### src/rtl/rf_dump_pkg.sv
// rtl/rf_dump_pkg.sv - shared state encoding and frame geometry for debug dump blocks
package rf_dump_pkg;

  typedef enum logic [2:0] {
    IDLE,
    LATCH,
    SEND,
    NEXT,
    DONE
  } dump_state_e;

  localparam int FRAME_BYTES = 5;

endpackage

### src/rtl/rf_dump_if.sv
// rtl/rf_dump_if.sv - valid/ready byte stream carrying dump frames to the debug channel
interface rf_dump_if;

  logic [7:0] tx_data;
  logic       tx_valid;
  logic       tx_ready;

  modport master (
    output tx_data,
    output tx_valid,
    input  tx_ready
  );

  modport slave (
    input  tx_data,
    input  tx_valid,
    output tx_ready
  );

endinterface

### src/rtl/rf_dump.sv
// rtl/rf_dump.sv - walks the register file and emits {addr, data[31:0]} frames MSB first
module rf_dump
  import rf_dump_pkg::*;
#(
  parameter int NREG = 32,
  parameter int AW   = 5,
  parameter int DW   = 32
) (
  input  logic          clk,
  input  logic          rst_n,
  input  logic          start,
  output logic [AW-1:0] ra,
  input  logic [DW-1:0] rd,
  output logic          busy,
  output logic          done,
  rf_dump_if.master     tx
);

  localparam logic [AW-1:0] LAST_RA  = AW'(NREG - 1);
  localparam logic [2:0]    LAST_IDX = 3'(FRAME_BYTES - 1);

  dump_state_e   state_q, state_d;
  logic [AW-1:0] ra_q, ra_d;
  logic [2:0]    idx_q, idx_d;
  logic [DW-1:0] snap_q, snap_d;
  logic          busy_q, busy_d;
  logic          done_q, done_d;
  logic          tx_valid_q, tx_valid_d;
  logic [7:0]    tx_data_q, tx_data_d;

  function automatic logic [7:0] frame_byte(input logic [AW-1:0] addr,
                                            input logic [DW-1:0] word,
                                            input logic [2:0]    idx);
    case (idx)
      3'd0:    frame_byte = 8'(addr);
      3'd1:    frame_byte = word[31:24];
      3'd2:    frame_byte = word[23:16];
      3'd3:    frame_byte = word[15:8];
      3'd4:    frame_byte = word[7:0];
      default: frame_byte = 8'h00;
    endcase
  endfunction

  always_comb begin
    state_d = state_q;
    ra_d    = ra_q;
    idx_d   = idx_q;
    snap_d  = snap_q;

    case (state_q)
      IDLE: begin
        if (start) begin
          ra_d    = '0;
          state_d = LATCH;
        end
      end
      LATCH: begin
        snap_d  = rd;
        idx_d   = '0;
        state_d = SEND;
      end
      SEND: begin
        if (tx.tx_ready) begin
          if (idx_q == LAST_IDX) begin
            state_d = NEXT;
          end else begin
            idx_d = idx_q + 3'd1;
          end
        end
      end
      NEXT: begin
        if (ra_q == LAST_RA) begin
          state_d = DONE;
        end else begin
          ra_d    = ra_q + AW'(1);
          state_d = LATCH;
        end
      end
      DONE: begin
        state_d = IDLE;
      end
      default: begin
        state_d = IDLE;
      end
    endcase

    // Outputs are registered from the next state so they line up with it cycle-for-cycle.
    busy_d     = (state_d != IDLE);
    done_d     = (state_d == DONE);
    tx_valid_d = (state_d == SEND);
    tx_data_d  = tx_valid_d ? frame_byte(ra_d, snap_d, idx_d) : 8'h00;
  end

  always_ff @(posedge clk or negedge rst_n) begin
    if (!rst_n) begin
      state_q    <= IDLE;
      ra_q       <= '0;
      idx_q      <= '0;
      snap_q     <= '0;
      busy_q     <= 1'b0;
      done_q     <= 1'b0;
      tx_valid_q <= 1'b0;
      tx_data_q  <= 8'h00;
    end else begin
      state_q    <= state_d;
      ra_q       <= ra_d;
      idx_q      <= idx_d;
      snap_q     <= snap_d;
      busy_q     <= busy_d;
      done_q     <= done_d;
      tx_valid_q <= tx_valid_d;
      tx_data_q  <= tx_data_d;
    end
  end

  assign ra          = ra_q;
  assign busy        = busy_q;
  assign done        = done_q;
  assign tx.tx_data  = tx_data_q;
  assign tx.tx_valid = tx_valid_q;

endmodule

### src/flat_wrapper.sv
// flat-port wrapper written by rule: the top's interface ports become plain ports
module rf_dump_flat import rf_dump_pkg::*;
#(
  parameter int NREG = 32,
  parameter int AW   = 5,
  parameter int DW   = 32
)
  (clk, rst_n, start, ra, rd, busy, done, tx_tx_data, tx_tx_valid, tx_tx_ready);
  rf_dump_if tx_i ();
  input  logic clk;
  input  logic rst_n;
  input  logic start;
  output logic [AW-1:0] ra;
  input  logic [DW-1:0] rd;
  output logic busy;
  output logic done;
  output wire logic [$bits(tx_i.tx_data)-1:0] tx_tx_data;
  output wire logic [$bits(tx_i.tx_valid)-1:0] tx_tx_valid;
  input wire logic [$bits(tx_i.tx_ready)-1:0] tx_tx_ready;
  assign tx_tx_data = tx_i.tx_data;
  assign tx_tx_valid = tx_i.tx_valid;
  assign tx_i.tx_ready = tx_tx_ready;
  rf_dump #(.NREG(NREG), .AW(AW), .DW(DW)) u_core (.clk(clk), .rst_n(rst_n), .start(start), .ra(ra), .rd(rd), .busy(busy), .done(done), .tx(tx_i));
endmodule
### config.mk
export PLATFORM = sky130hd
export DESIGN_NAME = rf_dump_flat
export DESIGN_NICKNAME = d
export VERILOG_FILES = /design/src/rtl/rf_dump_pkg.sv /design/src/rtl/rf_dump_if.sv /design/src/rtl/rf_dump.sv /design/src/flat_wrapper.sv
export SDC_FILE = /design/constraint.sdc
export NUM_CORES = 1
export LEC_CHECK = 0
export CAP_MARGIN = 15
export CORE_MARGIN = 2
export CORE_UTILIZATION = 55
export DETAILED_ROUTE_END_ITERATION = 8
export PLACE_DENSITY = 0.84
export SLEW_MARGIN = 25
export SYNTH_ARGS = -nofsm -noshare
export SYNTH_HDL_FRONTEND = slang
export SYNTH_SLANG_ARGS = --single-unit
### constraint.sdc
create_clock -name clk -period 5.8 [get_ports clk]
set_input_delay 0.87 -clock clk [delete_from_list [all_inputs] [get_ports clk]]
set_output_delay 0.87 -clock clk [all_outputs]
set_load 0.03 [all_outputs]
==> results of run 1 <==
worst paths after layout:
check,startpoint,slack (ns),to,cells past startpoint
worst max-delay path,tx_tx_ready,2.82,u_core.tx.tx_data[2],8
min in group asynchronous,rst_n,0.66,u_core.snap_q[21],2
worst min-delay path,u_core.snap_q[7],0.51,u_core.snap_q[7],1
worst max register to register,u_core.state_q[1],3.09,u_core.tx.tx_data[0],7
worst min register to register,u_core.snap_q[7],0.51,u_core.snap_q[7],1
max in group asynchronous,rst_n,4.70,u_core.ra[1],2
cells by family (layout without fill, tap and decap cells):
family / Yosys count / in the layout
mux: 45 / 45
simple gates: 51 / 51
flops: 54 / 54
fa+ha+maj: 3 / 3
buf+inv: 22 / 69
compound gates: 42 / 42
worst reg2reg max path, delay by kind of cell (launching register included):
family	cells	cell delay [ns]
AO/OA/AOI/OAI	3	0.47
buffers and inverters	1	0.21
flip-flops	1	0.51
AND/OR/NAND/NOR	3	1.38
routing by layer:
layer,vias up,routed length [um]
met1,910,2340
met5,-,0
met2,58,2590
met3,9,254
li1,868,-
met4,0,70
cell usage after synthesis, types with 5 or more instances:
cell type	instances
a21o_1	7
a21oi_1	11
buf_2	6
buf_6	5
dfrtp_1	54
inv_1	6
mux2_2	38
mux2i_1	7
nand2_1	8
nand3_1	10
nor2_1	8
o21a_1	5
layout make-up:
| cell class | count | share of cell area (%) |
|---|---|---|
| Sequential cell | 54 | 41.9 |
| Inverter | 8 | 1.09 |
| Multi-Input combinational cell | 141 | 35.4 |
| Tap cell | 54 | 2.09 |
| Clock inverter | 3 | 0.659 |
| Timing Repair Buffer | 53 | 16.8 |
| Clock buffer | 5 | 2.13 |
state kept, by name, summed over array words and instances (netlist names):
| signal | count |
|---|---|
| u_core.ra | 5 |
| u_core.state_q | 3 |
| u_core.tx.tx_data | 8 |
| u_core.done | 1 |
| u_core.snap_q | 32 |
| u_core.tx.tx_valid | 1 |
| u_core.busy | 1 |
| u_core.idx_q | 3 |
metrics by stage:
step	cells	total power [mW]	hold WS (ns)	area [um2]	util, %
after floorplan	217	1.23	0.468	2640	-
after global placement	309	1.38	0.482	3110	66.2
final	318	1.63	0.508	3230	68.7
after global routing	318	1.74	0.523	3230	68.7
after CTS	317	1.62	0.513	3200	68.2
after detailed placement	309	1.41	0.488	3110	66.2
power breakdown:
group          leakage [nW]  switching [mW]  internal [mW]
Sequential            0.670          0.0865          0.538
Clock                0.0441           0.125         0.0850
Combinational         0.669           0.403          0.395
==> flow_summary.yaml, run 1 <==
routing:
  via_per_inst: 5.80
  drt_first_iter_violations: 108
  antenna_left: 0
  wl_per_cell_um: 16.5
  dr.pass1.iters: 4
  drc: 0
  vias: 1845
  routed_wl_um: 5260
sta:
  post-route-period-util_pct: 51.4
  slew_headroom_pct: 55.1
  drv_slew: 0
  setup_violations: 0
  hold_viol: 0
  fin_skew_ns: 0.00868
  finalCriticalPeriod_ns: 2.98
  setup_slack_ns: 2.82
  fin_setup_tns_ns: 0
  fmax_mhz: 335
  worst_slew_pin_slew_ns: 0.674
  rsz0062_at_grt: "no"
final_layout:
  fin_nets: 302
  layout-drive-gt1-share_pct: 21.2
  diodes: 0
  multiInputGateArea_um2: 1140
  area_growth_pct: 22.1
  fillerInstances: 367
  final_cell_mix: "dfrtp_1, clkdlybuf4s50_1, mux2_2"
  layout_commonest_cell: "dfrtp_1"
  register_area_um2: 1350
logic_synthesis:
  synth_seq_area_share_pct: 51.2
  yosysTopAreaCellShare_pct: 51.2
  synth_top_family_by_area: "multiplexers"
  syn_nets: 256
  async_flop_share_pct: 100
  ys_ff_latch: 54
  synth_compound_area_share_pct: 11.7
  synth_cell_types: 44
  syn_inst: 217
  synth_flop_cell: "dfrtp_1"
  yosys.area_share.simple_pct: 11.0
  yosysWarningCount: 0
  synth_mux_area_share_pct: 18.9
  synthXorXnorAreaFrac_pct: 0
  synth_edf_count: 0
  synthAdderAreaFrac_pct: 1.42
  synth_area_leader_cell: "dfrtp_1"
  netlist_top_cells_area: "dfrtp_1, mux2_2, mux2i_1"
  syn_area_um2: 2640
  avgSynthCellArea_um2: 12.2
worst_setup_path:
  path_max_fanout: 16
  cp_slowest_cell: "o21a_1"
  crit_buf_inv: 2
  arrival_ns: 3.15
  worstSetupStartpointType: "primary input"
  cp_top_family: "compound AO/OA/AOI/OAI gates"
  max_stage_delay_ns: 0.58
  endpoint_kind: "flop"
  cp_cell_sequence: "clkdlybuf4s50_1, nand2b_1, a21oi_1, o21a_1, inv_2, mux2_2, a221oi_1, a211oi_1"
  critPathRequiredTime_ns: 5.97
  crit_type: "primary input to flop"
global_routing:
  grt_pass1_wl_um: 8580
  use_met3_pct: 4.39
  busiest_layer: "met2"
  grt_overflow_total: 0
  antenna_found_initial: 0
  grt_usage_pct: 20.9
  grtUsageMet1_pct: 28.6
  grt.met2_usage_pct: 33.8
  grt_pass1_vias: 1822
  grt_max_degree: 55
power_and_ir_drop:
  powerDensity_nw_per_um2: 506
  cellLeakagePower_nw: 1.38
  ir_worst_vdd_mv: 0.258
clock_tree:
  clkTransAtPathRegs_ns: 0.10
  cts_setup_buffers: 0
  ctsHoldBuffers: 0
  numClockSinks: 54
  htreeDepth: 2
  cts_root_buf: "clkbuf_8"
  numCtsBuffers: 5
  cts_resized: 0
  clkLatencyLatePin_ns: 0.31
  cts_tree: "built"
  clock_path_buffers: 2
floorplanning:
  io_pins: 52
  fp.dieW_um: 73.3
  fp.coreArea_um2: 4690
  fp.dieH_um: 73.3
  initial_core_util_pct: 56.3
  rows: 25
  die_area_um2: 5370
placed_design:
  place_ws_ns: 2.47
  portBuffers: 51
  place_congestion: 0.840
  hpwlAfterDp_um: 3690
flow_run:
  cap_violations: 0
hold_path:
  hold_path_class: "flop to flop"
outcome:
  status: "complete, no violations"
Power figures use the tool's default switching activity.
==> inputs of run 2 (changes only) <==
--- a/config.mk
+++ b/config.mk
@@ -7,9 +7,9 @@
 export LEC_CHECK = 0
 export CAP_MARGIN = 15
 export CORE_MARGIN = 2
-export CORE_UTILIZATION = 55
+export CORE_UTILIZATION = 46
 export DETAILED_ROUTE_END_ITERATION = 8
-export PLACE_DENSITY = 0.84
+export PLACE_DENSITY = 0.75
 export SLEW_MARGIN = 25
 export SYNTH_ARGS = -nofsm -noshare
 export SYNTH_HDL_FRONTEND = slang
==> constraint.sdc (replaced) <==
create_clock -name clk -period 2.6 [get_ports clk]
set_input_delay 0.39 -clock clk [delete_from_list [all_inputs] [get_ports clk]]
set_output_delay 0.39 -clock clk [all_outputs]
set_load 0.03 [all_outputs]
==> run 2 against run 1 <==
  * Clock-buffer cell count grew 1
  * Sequential cell count is the same
  * Highest routed layer unchanged
  * Worst hold slack lost 0.42 ns
  * Utilization shrank 9.4 points
  * Via count shrank 0.70%
  * Worst setup slack lost 2.4 ns
  * Largest power group unchanged
  * Power grew 130%
  * Non-clock buffer count grew 5
  * Sequential power grew 120%
  * Die area grew 18%
==> flow_summary.yaml, run 2 (synthesis gave the netlist of run 1 again) <==
sta:
  finalCriticalPeriod_ns: 2.17
  rsz0062_at_grt: "no"
  hold_viol: 0
  setup_violations: 0
  slew_headroom_pct: 57.7
  drv_slew: 0
  fmax_mhz: 461
  fin_skew_ns: 0.00674
  whs_ns: 0.0867
  post-route-period-util_pct: 83.4
  fin_setup_tns_ns: 0
  worst_slew_pin_slew_ns: 0.634
global_routing:
  grt_pass1_vias: 1821
  antenna_found_initial: 0
  grt_usage_pct: 18.1
  grt_overflow_total: 0
  grt_max_degree: 29
  grt_pass1_wl_um: 8800
clock_tree:
  cts_setup_buffers: 0
  htreeDepth: 2
  numCtsBuffers: 5
  cts_tree: "built"
  clkLatencyLatePin_ns: 0.31
  numClockSinks: 54
  cts_root_buf: "clkbuf_8"
  clkTransAtPathRegs_ns: 0.10
  ctsHoldBuffers: 0
  cts_resized: 0
  clock_path_buffers: 2
floorplanning:
  initial_core_util_pct: 47.7
  rows: 27
  die_area_um2: 6360
  fp.dieH_um: 79.8
  fp.dieW_um: 79.8
  fp.coreArea_um2: 5540
  io_pins: 52
placed_design:
  portBuffers: 51
  place_congestion: 0.892
  placedCellCount: 333
  hpwlAfterDp_um: 3860
routing:
  drt_first_iter_violations: 120
  top_layer: "met4"
  antenna_left: 0
  wl_per_cell_um: 15.2
  wl_met2_um: 2430
  wl_met3_um: 253
  vias: 1832
  routed_wl_um: 5200
  wl_met1_um: 2430
  drc: 0
  dr.pass1.iters: 4
  via_per_inst: 5.37
final_layout:
  fin_nets: 307
  area_growth_pct: 24.5
  fillerInstances: 480
  diodes: 0
  largest-register: "u_core.snap_q"
  finalNonFillerCells: 341
  layout-drive-gt1-share_pct: 22.7
  layout_commonest_cell: "dfrtp_1"
  largest_register_ffs: 32
  final_cell_mix: "dfrtp_1, clkdlybuf4s50_1, mux2_2"
flow_run:
  cap_violations: 0
worst_setup_path:
  worstSetupStartpointType: "flop"
  arrival_ns: 2.37
  critPathRequiredTime_ns: 2.80
  path_max_fanout: 11
  crit_type: "flop to flop"
  endpoint_kind: "flop"
hold_path:
  hold_path_class: "primary input to asynchronous set/reset pin"
power_and_ir_drop:
  cellLeakagePower_nw: 1.41
  powerDensity_nw_per_um2: 1120
  ir_worst_vdd_mv: 0.511
outcome:
  status: "complete, no violations"
run 2: metrics by stage:
stage          area [um2]  util, %  power, mW  setup WS [ns]
2_1_floorplan        2640        -       2.74          0.620
3_3_place_gp         3190     57.5       3.18          0.153
3_5_place_dp         3190     57.5       3.22          0.101
4_1_cts              3290     59.3       3.72          0.430
5_1_grt              3290     59.3       3.96          0.280
6_report             3290     59.3       3.68          0.433
run 2: final timing paths:
check	startpoint	to	slack, ns	cells past startpoint
max	u_core.state_q[2]	u_core.tx.tx_data[4]	0.43	6
min	rst_n	u_core.tx.tx_data[2]	0.09	1
max reg2reg	u_core.state_q[2]	u_core.tx.tx_data[4]	0.43	6
min reg2reg	u_core.snap_q[12]	u_core.snap_q[12]	0.51	1
max in group asynchronous	rst_n	u_core.snap_q[12]	1.95	2
min in group clk	u_core.snap_q[12]	u_core.snap_q[12]	0.51	1
run 2: critical path: stages, from the launching register on:
cell      delay, ns
dfrtp_1        0.52
and2b_4        0.34
a31oi_4        0.10
or3_1          0.50
a31o_1         0.28
a221oi_1       0.24
nor3_1         0.08
run 2: per-layer routing:
layer / GRT usage (%) / up-vias
met5: 0 / -
met4: 6.44 / 0
met3: 4.30 / 8
met2: 28.5 / 53
met1: 24.6 / 888
li1: - / 883
run 2: final cells by class:
type | count | area (um2) | share of cell area, %
Clock inverter | 2 | 17.5 | 0.533
Sequential cell | 54 | 1350 | 41.1
Tap cell | 72 | 90.1 | 2.74
Multi-Input combinational cell | 141 | 1140 | 34.7
Inverter | 8 | 35.0 | 1.07
Timing Repair Buffer | 58 | 571 | 17.4
Clock buffer | 6 | 82.6 | 2.51
run 2: power breakdown:
group | switching, mW | internal (mW) | leakage [nW]
clock network | 0.277 | 0.220 | 0.0514
logic | 0.901 | 0.899 | 0.690
registers | 0.184 | 1.20 | 0.670
total | 1.36 | 2.32 | 1.41
==> inputs of run 3 (changes only) <==
--- a/config.mk
+++ b/config.mk
@@ -7,9 +7,9 @@
 export LEC_CHECK = 0
 export CAP_MARGIN = 15
 export CORE_MARGIN = 2
-export CORE_UTILIZATION = 46
+export CORE_UTILIZATION = 51
 export DETAILED_ROUTE_END_ITERATION = 8
-export PLACE_DENSITY = 0.75
+export PLACE_DENSITY = 0.79
 export SLEW_MARGIN = 25
 export SYNTH_ARGS = -nofsm -noshare
 export SYNTH_HDL_FRONTEND = slang
==> constraint.sdc (replaced) <==
create_clock -name clk -period 2.1 [get_ports clk]
set_input_delay 0.315 -clock clk [delete_from_list [all_inputs] [get_ports clk]]
set_output_delay 0.315 -clock clk [all_outputs]
set_load 0.03 [all_outputs]
==> run 3 against run 2 <==
  * Worst hold slack got worse by 0.082 ns
  * First-iteration DRC count decreased by 1.7%
  * Die area decreased by 9.3%
  * Clock-buffer cell count increased by 2
  * Sequential power increased by 24%
  * Non-clock buffer count increased by 21
  * Register-to-register slack got worse by 0.38 ns
  * Final cell count increased by 5.6%
  * Sequential cell count unchanged
  * Critical path type unchanged
  * Highest routed layer unchanged
==> flow_summary.yaml, run 3 (synthesis gave the netlist of run 1 again) <==
final_layout:
  layout-drive-gt1-share_pct: 32.4
  fin_nets: 328
  layout_commonest_cell: "dfrtp_1"
  diodes: 0
  area_growth_pct: 33.6
  final_cell_area_um2: 3530
  largest-register: "u_core.snap_q"
  multiInputGateArea_um2: 1200
  fillerInstances: 364
  final_cell_mix: "dfrtp_1, clkdlybuf4s50_1, mux2_2"
  largest_register_ffs: 32
  register_area_um2: 1350
routing:
  vias: 1927
  drt_first_iter_violations: 118
  drc: 0
  via_per_inst: 5.35
  dr.pass1.iters: 4
  routed_wl_um: 5640
  antenna_left: 0
  wl_per_cell_um: 15.7
worst_setup_path:
  cp_top_family: "multiplexers"
  endpoint_kind: "flop"
  max_stage_delay_ns: 0.45
  worstSetupStartpoint: "u_core.state_q[1]"
  crit_buf_inv: 0
  cp_cell_sequence: "nand2b_2, nor2_4, mux2_2, mux2_4, a221oi_4, a211oi_2"
  cp_slowest_cell: "dfrtp_2"
  crit_type: "flop to flop"
  reg2reg_slack_ns: 0.05
  path_max_fanout: 7
  critPathRequiredTime_ns: 2.29
  worstSetupStartpointType: "flop"
  rr_endpoint: "u_core.tx.tx_data[2]"
  arrival_ns: 2.25
  rr_startpoint: "u_core.state_q[1]"
  reg2reg_depth: 6
sta:
  rsz0062_at_grt: "yes"
  slew_headroom_pct: 59.4
  fmax_mhz: 487
  drv_slew: 0
  fin_setup_tns_ns: 0
  worst_slew_pin_slew_ns: 0.609
  post-route-period-util_pct: 97.7
  fin_skew_ns: 0.00809
  hold_viol: 0
  finalCriticalPeriod_ns: 2.05
  whs_ns: 0.00453
  setup_violations: 0
global_routing:
  grt_usage_pct: 20.7
  antenna_found_initial: 0
  grt_pass1_vias: 2039
  grt_overflow_total: 0
  grt_pass1_wl_um: 9510
  grt_max_degree: 31
clock_tree:
  numCtsBuffers: 5
  clock_path_buffers: 2
  ctsHoldBuffers: 0
  cts_root_buf: "clkbuf_8"
  numClockSinks: 54
  clkLatencyLatePin_ns: 0.31
  clkTransAtPathRegs_ns: 0.09
  htreeDepth: 2
  cts_tree: "built"
floorplanning:
  io_pins: 52
  fp.dieH_um: 76.0
  fp.coreArea_um2: 5040
  initial_core_util_pct: 52.4
  fp.dieW_um: 76.0
  rows: 26
  die_area_um2: 5770
flow_run:
  cap_violations: 0
outcome:
  status: "complete, no violations"
power_and_ir_drop:
  ir_worst_vdd_mv: 0.757
  cellLeakagePower_nw: 1.53
  power_mw: 5.03
  powerDensity_nw_per_um2: 1430
placed_design:
  hpwlAfterDp_um: 4040
  place_congestion: 0.868
  portBuffers: 51
  place_area_um2: 3340
hold_path:
  hold_path_class: "primary input to asynchronous set/reset pin"
==> run 3: cell types whose count changed in the layout (fill, tap and decap cells not counted), sizes merged <==
cell,change
buf,+21
clkbuf,+2
clkinv,-2
==> run 3: area by class of cell <==
class | instances | area share, %
Multi-Input combinational cell | 141 | 34.1
Inverter | 8 | 0.993
Timing Repair Buffer | 79 | 21.0
Clock buffer | 8 | 3.12
Sequential cell | 54 | 38.4
Tap cell | 70 | 2.48
==> run 3: timing repair <==
| item | 4_1_cts | 5_1_grt |
|---|---|---|
| cloned | 0 | 0 |
| gates resized for setup | 2 | 14 |
| buffers inserted | 0 | 2 |
| pin swaps | 0 | 3 |
| endpoints found under the setup margin | 2 | 8 |
==> run 3: metal layers <==
layer  part of all wire, %  wire, um  track usage, %  vias up
met5                     0         0               0        -
met1                    43      2420            26.1      940
li1                      -         -               -      924
met2                    50      2820            34.6       49
met4                   2.7       151            7.27        0
met3                   4.3       241            5.71       14
==> run 3: stage by stage <==
step	cells	worst slack [ns]	utilization (%)
after floorplan	217	0.120	-
after global placement	350	-0.157	66.3
after detailed placement	350	-0.195	66.3
after CTS	358	0.0120	68.7
after global routing	360	-0.0391	70.0
final	360	0.0476	70.0
==> run 3: worst max-delay path by stage <==
stage | to | slack [ns] | cells past startpoint
floorplan | u_core.tx.tx_data[2] | 0.12 | 10
global placement | u_core.tx.tx_data[4] | -0.16 | 8
detailed placement | u_core.tx.tx_data[4] | -0.19 | 8
CTS | u_core.tx.tx_data[3] | 0.01 | 11
global route | u_core.tx.tx_data[2] | -0.04 | 6
finish | u_core.tx.tx_data[2] | 0.05 | 6
==> run 3: power breakdown <==
part / leakage [nW] / switching (mW) / total (mW) / internal, mW
clock: 0.0575 / 0.325 / 0.658 / 0.333
combinational: 0.810 / 1.29 / 2.67 / 1.38
sequential: 0.667 / 0.215 / 1.71 / 1.49
total: 1.53 / 1.83 / 5.03 / 3.20
